--- src/rtl/shift_sequencer_pkg.sv ---
// Shared definitions for the LED shift sequencer: default width, FSM state
// encodings and shift-direction constants.
package shift_sequencer_pkg;

    // Default width of the shifted LED pattern
    localparam int DEF_NUM_W = 8;

    // Sequencer run state
    typedef enum logic {
        ST_IDLE = 1'b0,
        ST_RUN  = 1'b1
    } state_t;

    // Shift direction encodings as seen on the dir output
    localparam logic DIR_R = 1'b0;
    localparam logic DIR_L = 1'b1;

endpackage : shift_sequencer_pkg

--- src/rtl/shift_sequencer_if.sv ---
// Control/status bundle between the debounced key/switch front end and the
// shift sequencer. The master side issues pulses and settings, the slave side
// (the sequencer) reports run status and drives the LED pattern.
interface shift_sequencer_if
    import shift_sequencer_pkg::*;
#(
    parameter int NUM_W = DEF_NUM_W
);
    logic             start_pls;
    logic             dir_pls;
    logic             load_pls;
    logic [NUM_W-1:0] load_val;
    logic [1:0]       speed;
    logic             rotate;
    logic             fill_bit;
    logic             bounce;
    logic             busy;
    logic             dir;
    logic             shift_stb;
    logic [NUM_W-1:0] ledr;

    modport master (
        output start_pls, dir_pls, load_pls, load_val, speed, rotate, fill_bit, bounce,
        input  busy, dir, shift_stb, ledr
    );

    modport slave (
        input  start_pls, dir_pls, load_pls, load_val, speed, rotate, fill_bit, bounce,
        output busy, dir, shift_stb, ledr
    );

endinterface : shift_sequencer_if

--- src/rtl/shift_sequencer_core.sv ---
// Datapath for the LED shift register. Load takes precedence over shift;
// the caller is responsible for choosing the inserted bit.
module shift_reg_core #(
    parameter int NUM_W = 8
) (
    input  logic             clk,
    input  logic             rst,
    input  logic             load_en,
    input  logic [NUM_W-1:0] load_val,
    input  logic             shift_en,
    input  logic             dir,
    input  logic             in_bit,
    output logic [NUM_W-1:0] value
);

    logic [NUM_W-1:0] value_r;

    // Pattern register: reset clears, load overwrites, shift moves one place
    always_ff @(posedge clk) begin
        if (rst) begin
            value_r <= {NUM_W{1'b0}};
        end else if (load_en) begin
            value_r <= load_val;
        end else if (shift_en) begin
            if (dir) begin
                value_r <= {value_r[NUM_W-2:0], in_bit};
            end else begin
                value_r <= {in_bit, value_r[NUM_W-1:1]};
            end
        end else begin
            value_r <= value_r;
        end
    end

    assign value = value_r;

endmodule : shift_reg_core

--- src/rtl/shift_sequencer.sv ---
// Timed LED shift sequencer. A tick counter paces shifts at a rate selected
// by speed; a position counter tracks how far the pattern has travelled so
// that bounce mode can reverse direction at the far end.
module shift_sequencer
    import shift_sequencer_pkg::*;
#(
    parameter int NUM_W       = DEF_NUM_W,
    parameter int BASE_PERIOD = 3125000,
    parameter int TICK_W      = 26
) (
    input  logic              clk,
    input  logic              key0_rst,
    shift_sequencer_if.slave  bus
);

    localparam int                POS_W    = (NUM_W > 2) ? $clog2(NUM_W) : 1;
    localparam logic [POS_W-1:0]  POS_LAST = POS_W'(NUM_W - 1);
    localparam logic [TICK_W-1:0] TICK_ZERO = {TICK_W{1'b0}};
    localparam logic [TICK_W-1:0] TICK_ONE  = TICK_W'(1);

    logic              rst_s;
    state_t            state_r;
    state_t            state_n_s;
    logic [TICK_W-1:0] tick_r;
    logic [TICK_W-1:0] tick_n_s;
    logic [TICK_W-1:0] period_r;
    logic [TICK_W-1:0] period_cur_s;
    logic [POS_W-1:0]  pos_r;
    logic [POS_W-1:0]  pos_n_s;
    logic              dir_r;
    logic              dir_n_s;
    logic              busy_r;
    logic              shift_stb_r;
    logic              due_s;
    logic              shift_en_s;
    logic              in_bit_s;
    logic [NUM_W-1:0]  value_s;

    assign rst_s = ~key0_rst;

    // Period is re-evaluated only at the start of a tick period so that a
    // speed change mid-period waits for the next period
    always_comb begin
        period_cur_s = period_r;
        if (tick_r == TICK_ZERO) begin
            period_cur_s = TICK_W'(BASE_PERIOD) << bus.speed;
        end else begin
            period_cur_s = period_r;
        end
    end

    // A shift falls due on the last tick of the period while running
    always_comb begin
        due_s = 1'b0;
        if (state_r == ST_RUN) begin
            due_s = (tick_r == (period_cur_s - TICK_ONE));
        end else begin
            due_s = 1'b0;
        end
    end

    // Inserted bit: recirculate the outgoing bit when rotating, else fill
    always_comb begin
        in_bit_s = bus.fill_bit;
        if (bus.rotate) begin
            if (dir_r == DIR_L) begin
                in_bit_s = value_s[NUM_W-1];
            end else begin
                in_bit_s = value_s[0];
            end
        end else begin
            in_bit_s = bus.fill_bit;
        end
    end

    // Next-state logic with priority load > start > dir > timed shift
    always_comb begin
        state_n_s  = state_r;
        pos_n_s    = pos_r;
        dir_n_s    = dir_r;
        shift_en_s = 1'b0;
        if (state_r == ST_RUN) begin
            tick_n_s = tick_r + TICK_ONE;
        end else begin
            tick_n_s = TICK_ZERO;
        end

        if (bus.load_pls || bus.start_pls) begin
            tick_n_s = TICK_ZERO;
            pos_n_s  = {POS_W{1'b0}};
            if (bus.start_pls) begin
                case (state_r)
                    ST_IDLE: state_n_s = ST_RUN;
                    ST_RUN:  state_n_s = ST_IDLE;
                    default: state_n_s = ST_IDLE;
                endcase
            end else begin
                state_n_s = state_r;
            end
        end else if (bus.dir_pls) begin
            dir_n_s  = ~dir_r;
            pos_n_s  = {POS_W{1'b0}};
            tick_n_s = TICK_ZERO;
        end else if (due_s) begin
            shift_en_s = 1'b1;
            tick_n_s   = TICK_ZERO;
            if (bus.bounce && (pos_r == (POS_LAST - POS_W'(1)))) begin
                dir_n_s = ~dir_r;
                pos_n_s = {POS_W{1'b0}};
            end else if (pos_r >= POS_LAST) begin
                pos_n_s = {POS_W{1'b0}};
            end else begin
                pos_n_s = pos_r + POS_W'(1);
            end
        end else begin
            shift_en_s = 1'b0;
        end
    end

    // Control registers, all cleared by the synchronous reset
    always_ff @(posedge clk) begin
        if (rst_s) begin
            state_r     <= ST_IDLE;
            tick_r      <= TICK_ZERO;
            period_r    <= TICK_W'(BASE_PERIOD);
            pos_r       <= {POS_W{1'b0}};
            dir_r       <= DIR_R;
            busy_r      <= 1'b0;
            shift_stb_r <= 1'b0;
        end else begin
            state_r     <= state_n_s;
            tick_r      <= tick_n_s;
            period_r    <= period_cur_s;
            pos_r       <= pos_n_s;
            dir_r       <= dir_n_s;
            busy_r      <= (state_n_s == ST_RUN);
            shift_stb_r <= shift_en_s;
        end
    end

    shift_reg_core #(
        .NUM_W (NUM_W)
    ) u_core (
        .clk      (clk),
        .rst      (rst_s),
        .load_en  (bus.load_pls),
        .load_val (bus.load_val),
        .shift_en (shift_en_s),
        .dir      (dir_r),
        .in_bit   (in_bit_s),
        .value    (value_s)
    );

    assign bus.busy      = busy_r;
    assign bus.dir       = dir_r;
    assign bus.shift_stb = shift_stb_r;
    assign bus.ledr      = value_s;

endmodule : shift_sequencer

--- src/flat_wrapper.sv ---
// flat-port wrapper written by rule: the top's interface ports become plain ports
module shift_sequencer_flat import shift_sequencer_pkg::*;
#(
    parameter int NUM_W       = DEF_NUM_W,
    parameter int BASE_PERIOD = 3125000,
    parameter int TICK_W      = 26
)
  (clk, key0_rst, bus_start_pls, bus_dir_pls, bus_load_pls, bus_load_val, bus_speed, bus_rotate, bus_fill_bit, bus_bounce, bus_busy, bus_dir, bus_shift_stb, bus_ledr);
  shift_sequencer_if #(.NUM_W(NUM_W)) bus_i ();
  input  logic clk;
  input  logic key0_rst;
  input wire logic [$bits(bus_i.start_pls)-1:0] bus_start_pls;
  input wire logic [$bits(bus_i.dir_pls)-1:0] bus_dir_pls;
  input wire logic [$bits(bus_i.load_pls)-1:0] bus_load_pls;
  input wire logic [$bits(bus_i.load_val)-1:0] bus_load_val;
  input wire logic [$bits(bus_i.speed)-1:0] bus_speed;
  input wire logic [$bits(bus_i.rotate)-1:0] bus_rotate;
  input wire logic [$bits(bus_i.fill_bit)-1:0] bus_fill_bit;
  input wire logic [$bits(bus_i.bounce)-1:0] bus_bounce;
  output wire logic [$bits(bus_i.busy)-1:0] bus_busy;
  output wire logic [$bits(bus_i.dir)-1:0] bus_dir;
  output wire logic [$bits(bus_i.shift_stb)-1:0] bus_shift_stb;
  output wire logic [$bits(bus_i.ledr)-1:0] bus_ledr;
  assign bus_i.start_pls = bus_start_pls;
  assign bus_i.dir_pls = bus_dir_pls;
  assign bus_i.load_pls = bus_load_pls;
  assign bus_i.load_val = bus_load_val;
  assign bus_i.speed = bus_speed;
  assign bus_i.rotate = bus_rotate;
  assign bus_i.fill_bit = bus_fill_bit;
  assign bus_i.bounce = bus_bounce;
  assign bus_busy = bus_i.busy;
  assign bus_dir = bus_i.dir;
  assign bus_shift_stb = bus_i.shift_stb;
  assign bus_ledr = bus_i.ledr;
  shift_sequencer #(.NUM_W(NUM_W), .BASE_PERIOD(BASE_PERIOD), .TICK_W(TICK_W)) u_core (.clk(clk), .key0_rst(key0_rst), .bus(bus_i));
endmodule
--- config.mk ---
export PLATFORM = sky130hd
export DESIGN_NAME = shift_sequencer_flat
export DESIGN_NICKNAME = d
export VERILOG_FILES = /design/src/rtl/shift_sequencer_pkg.sv /design/src/rtl/shift_sequencer_if.sv /design/src/rtl/shift_sequencer_core.sv /design/src/rtl/shift_sequencer.sv /design/src/flat_wrapper.sv
export SDC_FILE = /design/constraint.sdc
export NUM_CORES = 1
export LEC_CHECK = 0
export BUFFER_PORTS_ARGS = -buffer_cell sky130_fd_sc_hd__buf_2
export CORE_MARGIN = 3
export CORE_UTILIZATION = 62
export DETAILED_ROUTE_END_ITERATION = 12
export GPL_ROUTABILITY_DRIVEN = 0
export PLACE_DENSITY = 0.77
export SLEW_MARGIN = 10
export SYNTH_ARGS = -nofsm -noshare
export SYNTH_HDL_FRONTEND = slang
export SYNTH_SLANG_ARGS = --single-unit
--- constraint.sdc ---
create_clock -name clk -period 11.6 [get_ports clk]
set_input_delay 3.48 -clock clk [delete_from_list [all_inputs] [get_ports clk]]
set_output_delay 3.48 -clock clk [all_outputs]
set_load 0.05 [all_outputs]
==> run summary, run 1 <==
The TritonCTS clock tree is built. The remaining global-route overflow came out at 0. The number of nets in the synthesized netlist is 540. By count the netlist is led by dfxtp_1, nor2_1, nand2_1.

The count of TritonRoute iterations in the first routing pass came out at 7. The relative contribution of sequential cells to total power came out at 0.458. The clock latency of the later-clocked register in the worst-skew pair came out at 0.35 ns. The wire length of the first global-routing pass came out at 17800 um. The time the worst path needs with I/O delays and setup came out at 5.88 ns. The total die area came out at 7850 um^2. The post-route fraction of the period consumed by the critical path came out at 0.507. The number of cell rows is 29. The count of cell types in the netlist is 68.

The worst setup slack after placement came out at 5.44 ns. The power share of the combinational group is 0.111. The worst setup path is captured at a flop. The placed wire-length estimate after detailed placement is 7860 um.

The floorplan step set the die height to 88.6 um. The core occupancy in the finished layout came out at 0.701. The area growth from synthesis to layout is 7.69%. The sum of routed wire length over all layers came out at 11000 um.

Summed over all cells, the static leakage comes to 1.68 nW. The number of enable-type register cells in the synthesized netlist is 0. The run finished with clean final reports. The number of hold buffers added after CTS was 0. dfxtp_1 takes more of the synthesized area than any other cell. In this run the top signal layer used is met4. TritonCTS created 9 clock buffers.

The critical path arrival is 6.10 ns. The length of routed wiring on met1 came out at 4990 um. The critical path in this run is classified as in -> reg. The sequential cell area fraction in the yosys report is 0.312.

The peak ir drop on the vdd network came out at 114 uV. The most common cell in the synthesized netlist is dfxtp_1. CTS placed an instance of clkbuf_8 at the clock tree root. After clock tree synthesis, the setup repair step added 0 buffers.

The worst slew margin relative to its limit came out at 0.520. The number of nets still failing antenna checks after routing is 0. The synthesized instance count is 516. Across all hold checks on the routed design, the worst slack comes to 0.496 ns. Of the total power, the clock network draws 0.430.

The count of buffers inserted at the top-level ports came out at 28. The register bit count reported by yosys came out at 66. After clock tree synthesis, the repair step resized 0 gates.

Based on the critical path, the design can be clocked at up to 170 MHz. In this run the worst path has a maximum fanout of 26. The share of final-layout standard cells stronger than drive strength 1 came out at 0.113. The number of buffers on the longest clock path came out at 2. The largest net degree at the start of global routing is 34. The overall routing resource usage is 0.296. The core box area is 6490 um^2.

The classification of the worst-slack hold path is reg -> reg. The cell area after technology mapping is 4230 um^2. Max-cap violations in this run came to 0. Across the routed clock network, the largest skew measured is 0.00729 ns. The total setup violations reported at the end of the flow came out at 0. The layout has 524 filler cells.

The power density relative to cell area is 118 nW/um^2. The power consumption is 0.536 mW. Ranked by total cell area, the synthesized netlist is headed by dfxtp_1, xnor2_1, nor2_1, mux2i_1, xor2_1. The number of antenna cells inserted is 0. The detailed-routed wire length on met2 came out at 4860 um. Setup repair after global routing left no endpoint under its margin. The final hold violation count is 0. Of all flip-flops after synthesis, the portion carrying an async set or reset was 0. The number of global-route vias before repair is 3519. For this run, the leading register cell type out of synthesis is dfxtp_1. The average detailed-routed wire length per instance is 18.2 um. The synthesized area per cell came out at 8.20 um^2. The number of remaining DRC errors came out at 0. For this design the top-level I/O count stands at 29. The required arrival time at the worst endpoint came out at 11.81 ns.

The accumulated negative setup slack came out at 0 ns. The initial DRC count came out at 429. The clock transition at the registers of the reported paths came out at 0.07 ns.

The clock drives 66 sinks. The fraction of power spent switching nets is 0.257. The number of H-tree branching levels is 3.

Setup slack closes at 5.72 ns. At the end of the flow, the number of nets in the layout was 549. The initial antenna violation count came to 0.

The measured slew at the worst slew-check pin came out at 0.714 ns. STA classifies the critical path startpoint as an input pin. The net switching power of the design came out at 0.138 mW.

After detailed routing, the met3 layer carries 836 um of wire. The final count of pins violating max slew was 0. The portion of synthesized cell area occupied by the leading cell type is 0.312. The via total after detailed routing is 4010.

The chip width is 88.6 um. The effective utilization at floorplan came out at 0.651. The number of warnings issued by yosys is 0. The detailed-route vias per instance is 6.61. The internal cell power is 0.398 mW.
worst max-delay path, stage by stage:
cell	delay (ns)
buf_2	0.16
inv_1	0.05
nor4_1	0.63
a31oi_1	0.19
xnor2_1	0.32
o2111ai_1	0.16
or3_4	0.40
o211ai_4	0.59
nor2_1	0.11
per-layer routing:
metal,GRT usage,vias up
li1,-,1894
met1,0.422,1879
met2,0.447,194
met3,0.0559,43
met4,0.103,0
met5,0,-
power groups by stage:
stage,Sequential (mW),Clock (mW),Combinational [mW]
after global routing,0.247,0.245,0.0646
after detailed placement,0.250,0,0.0587
after CTS,0.245,0.233,0.0591
after global placement,0.250,0,0.0574
final,0.246,0.231,0.0597
after floorplan,0.255,0,0.0385
cell families after synthesis:
family	after synthesis	synth area share
AO/OA/AOI/OAI	90	0.154
XOR/XNOR	57	0.121
adder cells (fa/ha/maj)	6	0.0177
buffers and inverters	45	0.0485
flip-flops	66	0.312
multiplexers	19	0.0450
AND/OR/NAND/NOR	233	0.302
cell usage in the layout, fill, tap and decap left out, types with 4 or more instances in the layout:
cell	instances
a21o_1	6
nor4b_1	5
nor2_1	63
nand2_1	42
nor4_1	18
and3_1	19
inv_1	14
nor2b_1	5
a21oi_1	15
xnor2_1	35
clkbuf_8	9
and4_1	4
dfxtp_1	66
o21ai_0	16
ha_1	6
mux2i_1	19
o2111ai_1	4
or3_1	9
nor3_1	10
nand3_1	11
nand4_1	13
xor2_1	21
o22ai_1	5
or4_1	6
o211ai_1	13
buf_2	28
a31oi_1	4
final cells by class:
class | count | area, um^2 | area share
clock buffers | 11 | 131 | 0.0288
clock inverters | 5 | 103 | 0.0225
inverters | 14 | 52.6 | 0.0115
multi-input cells | 405 | 2700 | 0.594
flip-flops and latches | 66 | 1320 | 0.290
well taps | 77 | 96.3 | 0.0211
repair buffers | 29 | 148 | 0.0324
sequential cells by signal, indices dropped and copies added (netlist names):
signal	cells
u_core.state_r	1
u_core.tick_r	26
u_core.bus.shift_stb	1
u_core.u_core.value	8
u_core.bus.dir	1
u_core.period_r	26
u_core.pos_r	3
through the flow:
step / instances / instance area (um^2)
finish: 607 / 4560
global route: 607 / 4560
CTS: 607 / 4560
detailed placement: 591 / 4320
global placement: 591 / 4320
floorplan: 516 / 4230
final timing paths:
path,start,end,slack (ns),depth (start not counted)
setup reg to reg,u_core.tick_r[0],u_core.tick_r[19],6.11,16
hold / removal,u_core.u_core.value[1],u_core.u_core.value[1],0.50,2
setup / recovery,bus_speed[1],u_core.tick_r[19],5.72,9
hold reg to reg,u_core.u_core.value[1],u_core.u_core.value[1],0.50,2
No activity file was read; power rests on OpenSTA's default activity.
==> run 2: changes to the inputs <==
- CORE_UTILIZATION: 62 -> 61
- PLACE_DENSITY: 0.77 -> 0.76
- clock period: 11.6 -> 6 ns (I/O delays scaled with it)
==> run summary, run 2 (synthesized netlist as in run 1, its figures left out) <==
The flow ran to the end, and the final reports show no timing, DRC or antenna violations. The final-stage net count came to 550 (+0.18%). The delay of the slowest cell on the worst path came out at 0.57 ns (-0.06 ns). By instance count, the cell type seen most on the critical path is ha_1.

The remaining global-route overflow came out at 0 (unchanged). The number of nets still failing antenna checks after routing came out at 0 (unchanged). The cell leakage power was 1.66 nW (-1.6%). The final setup skew came out at 0.0119 ns (+0.00462 ns). The total setup violations reported at the end of the flow is 0 (unchanged). The share of final-layout standard cells stronger than drive strength 1 is 0.113 (+0.000214).

The overall routing resource usage is 0.275 (-0.0213). The area added between synthesis and finish came out at 6.09%. For this run, the top clock speed supported by timing is 206 MHz. The peak fanout along the critical path came to 26 (unchanged). The number of buffers inserted by hold repair at cts is 0 (unchanged).

The peak ir drop on the vdd network is 186 uV (+63%). The wire length of the first global-routing pass is 16900 um (-4.8%). The category of cells accounting for the largest share of critical-path delay is simple AND/OR/NAND/NOR gates.

The type of element launching the critical path is a flop. Setup repair after global routing left no endpoint under its margin. The initial antenna violation count came to 0 (unchanged).

The via total after detailed routing came out at 3980 (-0.75%). The measured slew at the worst slew-check pin is 0.683 ns (-0.0309 ns). The number of gates given a new drive strength after cts came out at 0 (unchanged). The number of fillers in the final layout came out at 553 (+5.5%). Leaving out fill and tap cells, the most frequent cells in the layout are dfxtp_1, nor2_1, nand2_1, xnor2_1, buf_2. The final count of pins violating max slew came out at 0 (unchanged). The clock transition at the registers of the reported paths is 0.06 ns (about the same). The number of antenna cells inserted is 0 (unchanged).

The time the worst path needs with I/O delays and setup came out at 4.85 ns. The tree is rooted in a clkbuf_8. The required arrival time at the worst endpoint is 6.19 ns (-5.62 ns).

The placed wire-length estimate after detailed placement came to 7790 um (-1.0%). The number of H-tree branching levels is 3 (unchanged). The power density relative to cell area is 201 nW/um^2 (+71%). The slowest cell on the critical path is o211ai_4. The detailed-route vias per instance came out at 6.57 (-0.58%).

The core box area is 6530 um^2 (+0.56%). TritonCTS built the clock tree. The count of TritonRoute iterations in the first routing pass is 5 (-2). The sum of routed wire length over all layers is 10600 um (-3.7%). In the finished design, the share of the clock period the worst path needs comes to 0.809. The number of global-route vias before repair came out at 3435 (-2.4%).

The largest net degree at the start of global routing is 32 (-5.9%). The average detailed-routed wire length per instance was 17.5 um (-3.5%). The max-cap check violation count is 0 (unchanged). The clock latency of the later-clocked register in the worst-skew pair is 0.34 ns (about the same). The count of buffers added by post-CTS timing repair for setup is 0 (unchanged).

The critical path arrival was 5.05 ns (-1.05 ns). The effective utilization at floorplan came to 0.648 (-0.00362). The combined buffer and inverter count along the critical path is 1 (-1). The worst slew margin relative to its limit is 0.543 (+0.0228).

The critical path capture point type is a flop. The multi-input gate area in the final layout came out at 2700 um^2 (unchanged). The number of cell rows is 29 (unchanged). The y dimension of the die is 89.3 um (+0.76%).

The final hold violation count came out at 0 (unchanged). The worst setup slack after placement came to 1.19 ns (-4.25 ns). The number of buffers on the longest clock path came out at 2 (unchanged). The worst path setup slack after routing is 1.15 ns (-4.57 ns). The sequential cell area came out at 1320 um^2 (unchanged). Traced cell by cell, the critical path runs through inv_1 -> ha_1 -> nor4b_1 -> and4_1 -> nand2_2 -> nand2_1 -> ha_1 -> nor3b_1 -> nand3_1 -> o32ai_1 -> o21ai_0 -> o31ai_1 -> o2111ai_1 -> or3_4 -> o211ai_4 -> nor2_1. The most common cell after layout, fill and taps aside is dfxtp_1. The number of top-level pins is 29 (unchanged).

The chip width came out at 89.3 um (+0.76%). The accumulated negative setup slack came out at 0 ns (unchanged). The initial DRC count came out at 302 (-30%). The total die area is 7970 um^2 (+1.5%).

The worst-case hold slack was 0.491 ns (-0.00458 ns). The number of CTS-inserted buffers came out at 9 (unchanged). The path type of the worst setup path is reg -> reg. The count of buffers inserted at the top-level ports came out at 28 (unchanged). The number of remaining DRC errors is 0 (unchanged). The classification of the worst-slack hold path is reg -> reg. The clock sink total came to 66 (unchanged).
[run 2: cell types whose count changed in the layout (fill, tap and decap cells not counted), sizes merged]
cell | before | now
buf | 29 | 30
clkinv | 1 | 2
bufinv | 3 | 0
[run 2: final timing paths]
path                          startpoint                      to  slack [ns]  depth (start not counted)
setup / recovery        u_core.tick_r[0]        u_core.tick_r[3]        1.15                         16
hold / removal    u_core.u_core.value[6]  u_core.u_core.value[6]        0.49                          2
setup reg to reg        u_core.tick_r[0]        u_core.tick_r[3]        1.15                         16
hold reg to reg   u_core.u_core.value[6]  u_core.u_core.value[6]        0.49                          2
[run 2: per-layer routing]
metal  global-route usage  wire length, um  vias up
li1                     -                -     1900
met1                0.397             4890     1878
met2                0.395             4680      174
met3               0.0700              815       28
met4               0.0974              243        0
met5                    0                0        -
[run 2: stage by stage]
step                 util  power (mW)  instances  cell area, um^2
global route        0.687       0.940        606             4490
detailed placement  0.663       0.598        592             4330
floorplan               -       0.567        516             4230
global placement    0.663       0.595        592             4330
CTS                 0.687       0.907        606             4490
finish              0.687       0.903        606             4490
[run 2: layout make-up]
type / count / share of cell area
clock buffer: 11 / 0.0315
clock inverter: 3 / 0.00390
inverter: 14 / 0.0117
multi-input combinational: 405 / 0.602
sequential: 66 / 0.294
tap: 77 / 0.0215
timing repair buffer: 30 / 0.0346
[run 2: power by group]
| part | switching (mW) | leakage, nW | internal [mW] | total, mW |
|---|---|---|---|---|
| Combinational | 0.0712 | 1.04 | 0.0443 | 0.115 |
| Sequential | 0.0241 | 0.538 | 0.451 | 0.475 |
| Clock | 0.158 | 0.0810 | 0.155 | 0.313 |
[run 2: tightest hold or removal path: stages, from the launching register on]
cell     delay, ns
dfxtp_1       0.33
nand2_1       0.06
mux2i_1       0.05
